$ cat src/rtl/btn_pkg.sv
// Shared types and default timing for the push-button debounce/pulse stage.
package btn_pkg;

    typedef enum logic [2:0] {
        IDLE,
        PRESS_WAIT,
        PRESSED,
        REPEATING,
        RELEASE_WAIT
    } state_t;

    localparam int DEF_STABLE_CYCLES = 4;
    localparam int DEF_REPEAT_DELAY  = 20;
    localparam int DEF_REPEAT_PERIOD = 8;

    function automatic int max2(input int a, input int b);
        return (a > b) ? a : b;
    endfunction

endpackage

$ cat src/rtl/btn_debounce_pulser_sync_2ff.sv
// Two-flop synchronizer for a single asynchronous level input.
module sync_2ff (
    input  logic clk,
    input  logic reset,
    input  logic d_i,
    output logic q_o
);

    logic s1_q;
    logic s2_q;

    always_ff @(posedge clk) begin
        if (reset) begin
            s1_q <= 1'b0;
            s2_q <= 1'b0;
        end else begin
            s1_q <= d_i;
            s2_q <= s1_q;
        end
    end

    assign q_o = s2_q;

endmodule

$ cat src/rtl/btn_debounce_pulser.sv
// Synchronizes and debounces a raw button, emitting one count strobe per
// accepted press plus optional auto-repeat strobes while the button is held.
module btn_debounce_pulser
    import btn_pkg::*;
#(
    parameter int STABLE_CYCLES = DEF_STABLE_CYCLES,
    parameter int REPEAT_DELAY  = DEF_REPEAT_DELAY,
    parameter int REPEAT_PERIOD = DEF_REPEAT_PERIOD
) (
    input  logic clk,
    input  logic reset,
    input  logic btn_in,
    input  logic repeat_en,
    output logic pulse,
    output logic btn_level,
    output logic held
);

    localparam int SW = $clog2(STABLE_CYCLES + 1);
    localparam int RW = $clog2(max2(REPEAT_DELAY, REPEAT_PERIOD) + 1);
    // stab_cnt == *_LAST means the current sample is the STABLE_CYCLES-th one
    localparam logic [SW-1:0] STAB_LAST   = SW'(STABLE_CYCLES - 1);
    localparam logic [RW-1:0] DELAY_LAST  = RW'(REPEAT_DELAY - 1);
    localparam logic [RW-1:0] PERIOD_LAST = RW'(REPEAT_PERIOD - 1);

    logic          btn_s;
    state_t        state_q, state_d;
    logic [SW-1:0] stab_q, stab_d;
    logic [RW-1:0] rpt_q, rpt_d;
    logic          pulse_q, pulse_d;
    logic          level_q, level_d;
    logic          held_q, held_d;

    sync_2ff u_sync (
        .clk   (clk),
        .reset (reset),
        .d_i   (btn_in),
        .q_o   (btn_s)
    );

    always_ff @(posedge clk) begin
        if (reset) begin
            state_q <= IDLE;
            stab_q  <= '0;
            rpt_q   <= '0;
            pulse_q <= 1'b0;
            level_q <= 1'b0;
            held_q  <= 1'b0;
        end else begin
            state_q <= state_d;
            stab_q  <= stab_d;
            rpt_q   <= rpt_d;
            pulse_q <= pulse_d;
            level_q <= level_d;
            held_q  <= held_d;
        end
    end

    always_comb begin
        state_d = state_q;
        stab_d  = '0;
        rpt_d   = rpt_q;
        case (state_q)
            IDLE: begin
                rpt_d = '0;
                if (btn_s) begin
                    if (STABLE_CYCLES == 1) begin
                        state_d = PRESSED;
                    end else begin
                        state_d = PRESS_WAIT;
                        stab_d  = SW'(1);
                    end
                end
            end
            PRESS_WAIT: begin
                rpt_d = '0;
                if (!btn_s) begin
                    state_d = IDLE;
                end else if (stab_q == STAB_LAST) begin
                    state_d = PRESSED;
                end else begin
                    stab_d = stab_q + 1'b1;
                end
            end
            PRESSED, REPEATING: begin
                if (!btn_s) begin
                    if (STABLE_CYCLES == 1) begin
                        state_d = IDLE;
                        rpt_d   = '0;
                    end else begin
                        state_d = RELEASE_WAIT;
                        stab_d  = SW'(1);
                    end
                end else if (repeat_en) begin
                    if (rpt_q == ((state_q == PRESSED) ? DELAY_LAST : PERIOD_LAST)) begin
                        state_d = REPEATING;
                        rpt_d   = '0;
                    end else begin
                        rpt_d = rpt_q + 1'b1;
                    end
                end
            end
            RELEASE_WAIT: begin
                // A bounce back high resumes where we left off, without a new press strobe
                if (btn_s) begin
                    state_d = held_q ? REPEATING : PRESSED;
                end else if (stab_q == STAB_LAST) begin
                    state_d = IDLE;
                    rpt_d   = '0;
                end else begin
                    stab_d = stab_q + 1'b1;
                end
            end
            default: begin
                state_d = IDLE;
                rpt_d   = '0;
            end
        endcase
    end

    always_comb begin
        pulse_d = ((state_q == IDLE || state_q == PRESS_WAIT) && state_d == PRESSED)
               || (state_q == PRESSED && state_d == REPEATING)
               || (state_q == REPEATING && btn_s && repeat_en && rpt_q == PERIOD_LAST);
        level_d = (state_d == PRESSED) || (state_d == REPEATING) || (state_d == RELEASE_WAIT);
        held_d  = (state_d == REPEATING) || (state_d == RELEASE_WAIT && held_q);
    end

    assign pulse     = pulse_q;
    assign btn_level = level_q;
    assign held      = held_q;

endmodule

$ cat config.mk
export PLATFORM = sky130hd
export DESIGN_NAME = btn_debounce_pulser
export DESIGN_NICKNAME = d
export VERILOG_FILES = /design/src/rtl/btn_pkg.sv /design/src/rtl/btn_debounce_pulser_sync_2ff.sv /design/src/rtl/btn_debounce_pulser.sv
export SDC_FILE = /design/constraint.sdc
export NUM_CORES = 1
export LEC_CHECK = 0
export CAP_MARGIN = 20
export CORE_UTILIZATION = 35
export CTS_CLUSTER_DIAMETER = 30
export DETAILED_ROUTE_END_ITERATION = 6
export HOLD_SLACK_MARGIN = 0.15
export SLEW_MARGIN = 15
export SYNTH_ARGS = -nofsm -noshare
export SYNTH_HDL_FRONTEND = slang
export SYNTH_HIERARCHICAL = 1
export SYNTH_SLANG_ARGS = --single-unit
$ cat constraint.sdc
create_clock -name clk -period 3.3 [get_ports clk]
set_clock_uncertainty 0.1 [all_clocks]
set_input_delay 0.495 -clock clk [delete_from_list [all_inputs] [get_ports clk]]
set_output_delay 0.495 -clock clk [all_outputs]
set_load 0.01 [all_outputs]
# --- Word level (Yosys, flattened, before mapping) ---
# Index checks and enable logic that the tools add are counted.
# Widths: inputs -> output; s select.
classes:
  reduce_logical: 15
  muxes: 23
  eq_ne: 14
  add_sub_neg: 2
op_table:
  columns: ["op", "count"]
  rows:
  - ["$mux 3", 11]
  - ["$mux 5", 6]
  - ["$pmux 3 s4", 2]
  - ["$eq 3x2->1 const B", 5]
  - ["$pmux 5 s2", 1]
  - ["$eq 3x3->1 const B", 2]
  - ["$logic_and 1x1->1", 6]
  - ["$logic_or 1x1->1", 6]
  - ["$ne 2x2->1 const B", 3]
  - ["$add 5x1->5 const B", 1]
  - ["$eq 5x3->1 const B", 1]
  - ["$eq 5x5->1", 1]
  - ["$reduce_and 4->1", 1]
  - ["$add 3x1->3 const B", 1]
  - ["$eq 3x1->1 const B", 1]
  - ["$logic_not 3->1", 1]
  - ["$mux 1", 3]
  - ["$ne 2x1->1 const B", 1]
  - ["$reduce_or 2->1", 1]
word_totals:
  inputBits: 4
  reg_bits: 16
  output_inout_bits: 3
  elab_cells: 62

# --- Longest topological paths before layout ---
depth:
  word_depth: 11
  mapped_depth: 6

# --- Hierarchy ---
# Netlist, hierarchy kept.
modules_own_cells:
  columns: ["module", "cells_each", "n_inst", "area_per_inst_um2"]
  rows:
  - ["btn_debounce_pulser", 97, 1, 820.8]
  - ["sync_2ff", 4, 1, 52.6]

# --- Worst setup path after synthesis ---
# No wires, ideal clock.
synth_path:
  path_type: "flip-flop to flip-flop"
  start: "register state_q[2]"
  end: "register pulse_q, in the netlist pulse"
  setup_slack_ns: 1.787
  arrival_time_ns: 1.328
  path_buffers: 1
  period_less_slack_ns: 1.513
  path_stages_with_launch: 7
  required_time_ns: 3.116
  path_cell_list: "dfxtp_1 > buf_4 > nor3b_2 > mux2_1 > o32ai_2 > nand2_2 > o31ai_2"
synth_between:
  elab_chain_len: 11
  elab_cells_between_ends: 27
synth_rtl:
  columns: ["element", "line_no", "rtl"]
  rows:
  - ["start, declared", "btn_debounce_pulser.sv:27", "state_t state_q, state_d;"]
  - ["start signal, assigned", "btn_debounce_pulser.sv:50", "state_q <= state_d;"]
  - ["$eq 3x2->1", "btn_debounce_pulser.sv:63, btn_debounce_pulser.sv:95, btn_debounce_pulser.sv:123", null]
  - ["$mux 5", "btn_debounce_pulser.sv:95", "if (rpt_q == ((state_q == PRESSED) ? DELAY_LAST : PERIOD_LAST)) begin"]
  - ["$eq 5x5->1", "btn_debounce_pulser.sv:95", null]
  - ["$mux 3", "btn_debounce_pulser.sv:95", null]
  - ["$mux 3", "btn_debounce_pulser.sv:94", "end else if (repeat_en) begin"]
  - ["$mux 3", "btn_debounce_pulser.sv:86", "if (!btn_s) begin"]
  - ["$pmux 3 s4", "btn_debounce_pulser.sv:63", "case (state_q)"]
  - ["$eq 3x2->1, on equally long branches", "btn_debounce_pulser.sv:122, btn_debounce_pulser.sv:123", null]
  - ["$logic_and 1x1->1, on equally long branches", "btn_debounce_pulser.sv:122, btn_debounce_pulser.sv:123", null]
  - ["$logic_or 1x1->1", "btn_debounce_pulser.sv:123", "|| (state_q == PRESSED && state_d == REPEATING)"]
  - ["$logic_or 1x1->1 *", "btn_debounce_pulser.sv:124", "|| (state_q == REPEATING && btn_s && repeat_en && rpt_q == PERIOD_LAST);"]
  - ["end signal, assigned", "btn_debounce_pulser.sv:53", "pulse_q <= pulse_d;"]
  - ["end, declared", "btn_debounce_pulser.sv:30", "logic pulse_q, pulse_d;"]
# Mark *: on every way between the ends. The rest lies on a longest branch, timed or not.
# A chain may end at the register's enable or synchronous reset.

# --- Final worst setup path ---
layout_path:
  start: "register state_q[1]"
  end: "register pulse_q, in the netlist pulse"
# The elaborated chain is that of the path after synthesis.

==> results.sh <==
export IMPL_htree_levels=1
export IMPL_setup_tns_ns=0
export IMPL_grt_pass1_wl_um=2970
export IMPL_grtUsageMet2=0.235
export IMPL_clock_root_buffer="clkbuf_4"
export IMPL_critPathLaunchType="flop"
export IMPL_finalCriticalPeriod_ns=1.84
export IMPL_nets=113
export IMPL_synth_area_per_cell_um2=8.65
export IMPL_final_util=0.427
export IMPL_power_density_nw_per_um2=351
export IMPL_synth_top_cell_by_area="dfxtp_1"
export IMPL_synth_cell_type_count=40
export IMPL_grt_max_degree=16
export IMPL_drive_gt1_frac=0.104
export IMPL_status="finished, final reports clean"
export IMPL_yosys_warnings=6
export IMPL_cts_setup_buffers=0
export IMPL_use_met1=0.195
export IMPL_gp_congestion=0.708
export IMPL_cts_hold_buf=0
export IMPL_die_x_um=52.0
export IMPL_synth_seq_cells=16
export IMPL_cp_data_required_time_ns=3.41
export IMPL_first_pass_iters=3
export IMPL_worstSetupEndpointType="flop"
export IMPL_synth_area_top_cells="dfxtp_1 37%, nand2b_1 4.3%, a21oi_1 4.0%, o21ai_0 4.0%, nor3_1 3.4%"
export IMPL_busiest_layer="met2"
export IMPL_drt_iter0_drc=6
export IMPL_avgRoutedWirePerCell_um=12.6
export IMPL_syn_inst=101
export IMPL_netlist_area_leader_share=0.367
export IMPL_start_util=0.384
export IMPL_insertedDiodeCount=0
export IMPL_slew_headroom=0.652
export IMPL_core_area_um2=2280
export IMPL_cts_tree="built"
export IMPL_antenna_left=0
export IMPL_grt_pass1_vias=654
export IMPL_antenna_found_initial=0
export IMPL_dp_hpwl_um=1240
export IMPL_synthTopCellsByCount="16 x dfxtp_1, 7 x a21oi_1, 7 x nor2_1, 7 x o21ai_0"
export IMPL_cts_sinks=16
export IMPL_grt_usage=0.149
export IMPL_startpoint="state_q[1]$_SDFF_PP0_"
export IMPL_async_reset_ff_frac=0
export IMPL_cts_buffer_depth=2
export IMPL_min_period_over_period=0.556
export IMPL_reg2reg_slack_ns=1.46
export IMPL_setup_violations=0
export IMPL_cellLeakagePower_uw=0.000335
export IMPL_numPortBuffers=6
export IMPL_synth_nets=107
export IMPL_tightest_slew_ns=0.520
export IMPL_wl_um=1690
export IMPL_grt_overflow=0
export IMPL_cp_max_fo=13
export IMPL_synth_seq_area_share=0.367
export IMPL_viasPerCell=5.31
export IMPL_clock_latency_ns=0.29
export IMPL_synth_flop_cell="dfxtp_1"
export IMPL_met3_usage=0.0526
export IMPL_area_growth_pct=11.3
export IMPL_min_from="u_sync/s1_q$_SDFF_PP0_"
export IMPL_max_vdd_ir_drop_mv=0.221
export IMPL_arrival_ns=1.95
export IMPL_worstSetupPathType="reg -> reg"
export IMPL_rows=17
export IMPL_netlist_area_um2=873
export IMPL_final_max_slew_viol_count=0
export IMPL_io_pins=7
export IMPL_maxCapViolations=0
export IMPL_max_freq_ghz=0.545
export IMPL_hold_class="reg -> reg"
export IMPL_cts_buffers_inserted=3
export IMPL_grt_setup_unrepaired="false"
export IMPL_synth_edf_count=0
export IMPL_die_area_um2=2700
export IMPL_num_vias=712
export IMPL_post_cts_resize_count=0
export IMPL_clk_pin_slew_ns=0.10
export IMPL_hold_viol=0
export IMPL_drc=0
export IMPL_r2r_start="state_q[1]$_SDFF_PP0_"
export IMPL_die_y_um=52.0
export IMPL_yosysMostFrequentCell="dfxtp_1"
## state kept, by name (all words and copies together) (netlist names)
signal,cells
btn_level,1
state_q,3
rpt_q,5
held,1
stab_q,3
u_sync/s1_q,1
pulse,1
u_sync/q_o,1
## power by group
group / leakage (uW) / switching (uW) / internal (uW)
registers: 0.000129 / 3.01 / 195
logic: 0.000184 / 5.07 / 5.93
clock network: 0.0000210 / 65.0 / 67.2
total: 0.000335 / 73.1 / 268
## logic make-up (layout without fill, tap and decap cells)
logic type,Yosys count,count (layout),share of synthesized area
AO/OA/AOI/OAI,23,23,0.175
adder cells (fa/ha/maj),2,2,0.0286
buffers and inverters,9,14,0.0544
flip-flops,16,16,0.367
multiplexers,1,1,0.0129
AND/OR/NAND/NOR,50,50,0.362
## cells in the final DEF, fill, tap and decap left out, types with 2 or more instances in the layout
| cell | count |
|---|---|
| clkbuf_4 | 3 |
| nor2_1 | 7 |
| nor3_1 | 6 |
| or2_1 | 2 |
| nand3_1 | 5 |
| clkdlybuf4s50_1 | 6 |
| inv_1 | 4 |
| nand2_1 | 5 |
| ha_1 | 2 |
| nor4b_1 | 2 |
| and2b_1 | 2 |
| dfxtp_1 | 16 |
| nor2b_1 | 3 |
| a21oi_1 | 7 |
| o21ai_0 | 7 |
| nand2b_1 | 6 |
## worst max-delay path: stages (launching register included)
cell	delay (ns)
dfxtp_1	0.61
nor3b_2	0.25
mux2_1	0.37
o32ai_2	0.17
nand2_2	0.09
o31ai_2	0.17
## worst paths after layout
kind / to / depth (start not counted)
max: pulse$_SDFF_PP0_ / 5
min: u_sync/q_o$_SDFF_PP0_ / 1
max reg2reg: pulse$_SDFF_PP0_ / 5
min reg2reg: u_sync/q_o$_SDFF_PP0_ / 1
## area by class of cell
class,count,area [um^2]
clock buffers,4,36.3
fillers,221,1300
inverters,4,15.0
multi-input cells,76,505
flip-flops and latches,16,320
well taps,28,35.0
repair buffers,6,60.1
## stage by stage
step | worst slack (ns) | instance area [um^2] | hold slack [ns] | total power [uW] | instances
floorplan | 1.79 | 873 | 0.314 | 208 | 101
global placement | 1.27 | 936 | 0.322 | 213 | 130
detailed placement | 1.23 | 936 | 0.336 | 213 | 130
CTS | 1.47 | 972 | 0.362 | 347 | 134
global route | 1.37 | 972 | 0.362 | 359 | 134
finish | 1.46 | 972 | 0.355 | 341 | 134
## per-layer routing
layer	part of all wire	routed length, um
met1	0.51	860
met2	0.46	774
met3	0.025	43
met4	0.0083	14
met5	0	0
No activity file was read; power rests on OpenSTA's default activity.
==> variant 1 (config.mk and constraints unchanged) <==
Encoding of `state_t`: now one-hot (5 bits for 5 states).
--- a/src/rtl/btn_pkg.sv
+++ b/src/rtl/btn_pkg.sv
@@ -2,10 +2,10 @@
 package btn_pkg;
 
-    typedef enum logic [2:0] {
-        IDLE,
-        PRESS_WAIT,
-        PRESSED,
-        REPEATING,
-        RELEASE_WAIT
+    typedef enum logic [4:0] {
+        IDLE         = 5'b00001,
+        PRESS_WAIT   = 5'b00010,
+        PRESSED      = 5'b00100,
+        REPEATING    = 5'b01000,
+        RELEASE_WAIT = 5'b10000
     } state_t;
 
Check against the original RTL: no difference found for any inputs over 10 cycles, from zero or initial values and one cycle with reset high; not proved beyond that.
==> variant 1 against the unedited design <==
  * Combinational power grew to 2.6 times the old value
  * Wire length is 47% higher
  * Total power rose by 17%
  * First-iteration DRC count grew to 5.5 times the old value
  * Worst setup slack worse by 0.36 ns
  * Synthesized area increased by 27%
  * Cell area is 26% higher
  * Final cell count rose by 31%
  * Sequential cell count increased by 2
  * Largest cell class unchanged
  * Largest power group unchanged
==> variant 1: results (changes against the unedited design) <==
- Met2 wire len: 1140 um (+47%)
- Top cells by area, synth: dfxtp_1 33%, a21oi_1 3.2%, nand3_1 3.2%, o21ai_0 3.2%, nand2b_1 2.8%
- Critical Path Source: state_q[2]
- Worst-Margin Slew: 0.6799 ns (+0.1602 ns)
- Pleak: 0.0003743 uW (+12%)
- Hold Path Stages: 1 (unchanged)
- Initial antenna violation count: 0 (unchanged)
- FF-to-FF path depth: 4 (-1)
- R2r endpoint: pulse
- Ant. Diodes: 0 (unchanged)
- Wl on met1: 1243 um (+45%)
- M3 GR Usage: 2.679% (-2.6 points)
- Clk slew on worst S/H paths: 0.12 ns (+0.02 ns)
- Ys async rst share: 0% (unchanged)
- Mux cell area share after synthesis: 1.812% (+0.52 points)
- Adder-cell share of the synthesized area: 2.265% (-0.60 points)
- Sw power: 95.69 uW (+31%)
- # port buffers: 6 (unchanged)
- WL per Instance: 14.11 um (+12%)
- DP Wirelength: 1715 um (+38%)
- Placed Cells: 172 (+32%)
- Worst Hold Launch: u_sync/s1_q
- Largest registers: rpt_q x5, state_q x5, stab_q x3
- Max VDD drop: 0.0001922 V (-13%)
- Critical Path End Type: flip-flop
- Non-filler instance count after layout: 176 (+31%)
- Period utilization: 66.56% (+11 points)
- Post-synthesis sequential area ratio: 32.62% (-4.1 points)
- XOR/XNOR share of the synthesized area: 1.586% (+1.6 points)
- Pins Over Slew Limit: 0 (unchanged)
- Post-synth top cells: 18 x dfxtp_1, 7 x a21oi_1, 7 x nand3_1, 7 x nor2_1, 7 x o21ai_0
- Crit-path max FO: 14 (+1)
- Syn Area/Cell: 8.499 um^2 (-1.7%)
- M2 GR Usage: 23.97% (+0.47 points)
- Compound-Gate Fraction of Synth Area: 19.48% (+2.0 points)
- H-tree depth: 1 (unchanged)
- Initial DRC count: 33 (+27)
- Worst Path Arrival: 2.34 ns (+0.39 ns)
- Share of cells above drive strength 1: 10.61% (+0.23 points)
- Pre-CTS WS: 1.018 ns (-0.2109 ns)
- Vias in the first global route: 925 (+41%)
- Pin count of the biggest net entering global routing: 16 (unchanged)
- Final RePlAce weighted congestion: 0.8107 (+14%)
- Critical path's top delay family: simple AND/OR/NAND/NOR gates
- Critical path's slowest cell: dfxtp_1
- First-pass GRT wire length: 4071 um (+37%)
- Cell variety after synth: 46 (+15%)
- Clk_lat worst skew: 0.31 ns (+0.02 ns)
- Reg2reg setup slack: 1.10 ns (-0.36 ns)
- Worst hold path type: flip-flop to flip-flop
- Crit path largest cell delay: 0.65 ns (+0.04 ns)
- Setup repair bufs after CTS: 0 (unchanged)
- Yosys Warn Count: 6 (unchanged)
- Status: complete, no violations
- M1 GR Usage: 21.12% (+1.6 points)
- Gr usage total: 15.63% (+0.74 points)
- DRT Pass-1 Iters: 6 (+3)
- Metal3 WL: 53 um (+23%)
- Vias per cell: 5.710 (+7.5%)
- Fin nets: 139 (+23%)
variant 1: layout make-up:
type,count,area (um^2)
clock buffers,4,36.28
inverters,2,7.507
well taps,44,55.05
multi-input cells,102,704.4
flip-flops and latches,18,360.3
repair buffers,6,60.06
fillers,314,1804
variant 1: power by group through the flow:
stage / combinational (uW) / sequential [uW] / clock (uW)
CTS: 28.2 / 226 / 145
global placement: 27.4 / 231 / 0
global route: 31.5 / 227 / 152
floorplan: 19.9 / 229 / 0
finish: 28.4 / 226 / 143
detailed placement: 28.1 / 231 / 0
variant 1: metrics by stage:
stage / cell area, um^2 / hold WS (ns) / power [uW] / utilization, %
detailed placement: 1187 / 0.3449 / 259.3 / 39.21
CTS: 1224 / 0.3747 / 399.6 / 40.41
global placement: 1187 / 0.3343 / 258.4 / 39.21
finish: 1224 / 0.3713 / 397.5 / 40.41
global route: 1224 / 0.3695 / 410.6 / 40.41
floorplan: 1105 / 0.3138 / 248.9 / -
==> variant 2 (config.mk and constraints unchanged) <==
Without the edit above. Set the package constant `DEF_REPEAT_PERIOD` to 4 (it was 8).
--- a/src/rtl/btn_pkg.sv
+++ b/src/rtl/btn_pkg.sv
@@ -12,5 +12,5 @@
     localparam int DEF_STABLE_CYCLES = 4;
     localparam int DEF_REPEAT_DELAY  = 20;
-    localparam int DEF_REPEAT_PERIOD = 8;
+    localparam int DEF_REPEAT_PERIOD = 4;
 
     function automatic int max2(input int a, input int b);
Formal check against the unedited RTL: same outputs for any inputs over 10 cycles, from zero or initial values and one cycle with reset high; that may be too few to reach the edited logic, so the function may still have changed.
==> variant 2 against the unedited design <==
  * Via count shrank 2.0%
  * Sequential cell count is the same
  * Worst setup slack gained 0.036 ns
  * Total power shrank 0.66%
  * Synthesized area shrank 7.6%
  * Wire length shrank 10%
  * Cell area shrank 5.1%
  * Highest routed layer is now met3
==> variant 2: results (changes against the unedited design) <==
- Pin count of the biggest net entering global routing: 15 (-1)
- WL per Instance: 11.69 um (-7.5%)
- Post-synthesis sequential area ratio: 39.69% (+3.0 points)
- H-tree depth: 1 (unchanged)
- Crit-path max FO: 8 (-5)
- M1 GR Usage: 17.25% (-2.2 points)
- Pre-CTS WS: 1.334 ns (+0.1049 ns)
- Ys async rst share: 0% (unchanged)
- Total nets after synthesis: 102 (-4.7%)
- Status: complete, no violations
- First-pass GRT wire length: 2594 um (-13%)
- Initial DRC count: 6 (unchanged)
- Non-filler instance count after layout: 130 (-3.0%)
- Clock buffer depth: 2 (unchanged)
- Post-synth top cells: 16 x dfxtp_1, 7 x nand2b_1, 7 x nand3_1, 7 x nor2_1
- Worst Path Arrival: 1.87 ns (-0.08 ns)
- Max-slew headroom: 65.16% (-0.089 points)
- Clk_lat worst skew: 0.29 ns (about the same)
- M3 GR Usage: 6.481% (+1.2 points)
- Max VDD drop: 0.0002450 V (+11%)
- Gr usage total: 13.80% (-1.1 points)
- Cell variety after synth: 29 (-28%)
- DP Wirelength: 1077 um (-13%)
- Total number of vias: 698 (-2.0%)
- Setup repair bufs after CTS: 0 (unchanged)
- DRT Pass-1 Iters: 4 (+1)
- Fill cells: 227 (+2.7%)
- Pleak: 0.0003270 uW (-2.3%)
- Fin nets: 109 (-3.5%)
- Final RePlAce weighted congestion: 0.7386 (+4.3%)
- M2 GR Usage: 21.33% (-2.2 points)
- Largest registers: rpt_q x5, stab_q x3, state_q x3
- Share of cells above drive strength 1: 8.824% (-1.6 points)
- Root Driver: clkbuf_4
- CTS resizes: 0 (unchanged)
- Initial antenna violation count: 0 (unchanged)
- Syn Area/Cell: 8.407 um^2 (-2.8%)
- Vias in the first global route: 590 (-9.8%)
- Top cells by area, synth: dfxtp_1 40%, nand2b_1 5.4%, nand3_1 4.3%, nor2b_1 3.9%, nor2_1 3.3%
-- variant 2: cell types whose count changed in the layout (fill, tap and decap cells not counted), moves of 3 or more --
| cell | before | now |
|---|---|---|
| and3_1 | 0 | 3 |
| nor3_1 | 6 | 3 |
| o21ai_0 | 7 | 4 |
| o21ai_1 | 0 | 3 |
| o22ai_1 | 0 | 3 |
-- variant 2: worst paths after layout --
path | startpoint | end | slack, ns | cells after the start
max | stab_q[0] | rpt_q[2] | 1.50 | 5
min | u_sync/s1_q | u_sync/q_o | 0.34 | 1
max reg2reg | stab_q[0] | rpt_q[2] | 1.50 | 5
min reg2reg | u_sync/s1_q | u_sync/q_o | 0.34 | 1
-- variant 2: cell families after synthesis --
group	after synthesis	synth area share, %
fa+ha+maj	2	3.100
buf+inv	7	3.410
compound gates	25	21.08
xor+xnor	1	1.085
flops	16	39.69
simple gates	45	31.63
-- variant 2: where the power goes --
group	internal [uW]	switching, uW
combinational	5.81	5.34
sequential	195	2.94
clock	67.2	62.6
-- variant 2: per-layer routing --
metal / vias up / wire, um
met3: 0 / 75
met2: 17 / 661
li1: 354 / -
met5: - / 0
met1: 327 / 782
met4: 0 / 0
-- variant 2: final cells by class --
| class | instances | area (um^2) | share of cell area [%] |
|---|---|---|---|
| Inverter | 3 | 11.26 | 1.221 |
| Tap cell | 28 | 35.03 | 3.799 |
| Clock buffer | 4 | 36.28 | 3.935 |
| Multi-Input combinational cell | 73 | 459.2 | 49.80 |
| Timing Repair Buffer | 6 | 60.06 | 6.513 |
| Sequential cell | 16 | 320.3 | 34.74 |
-- variant 2: per-stage QoR --
step | instance area [um^2] | util (%) | hold WS [ns]
2_1_floorplan | 807.0 | - | 0.3138
3_3_place_gp | 885.9 | 40.43 | 0.3287
3_5_place_dp | 885.9 | 40.43 | 0.3256
4_1_cts | 922.1 | 42.09 | 0.3491
5_1_grt | 922.1 | 42.09 | 0.3748
6_report | 922.1 | 42.09 | 0.3444
-- variant 2: critical path, stage by stage, from the launching register on --
cell       delay [ns]
dfxtp_1          0.36
ha_1             0.22
nor3b_1          0.40
a2bb2oi_2        0.34
o21a_1           0.19
o32ai_2          0.07
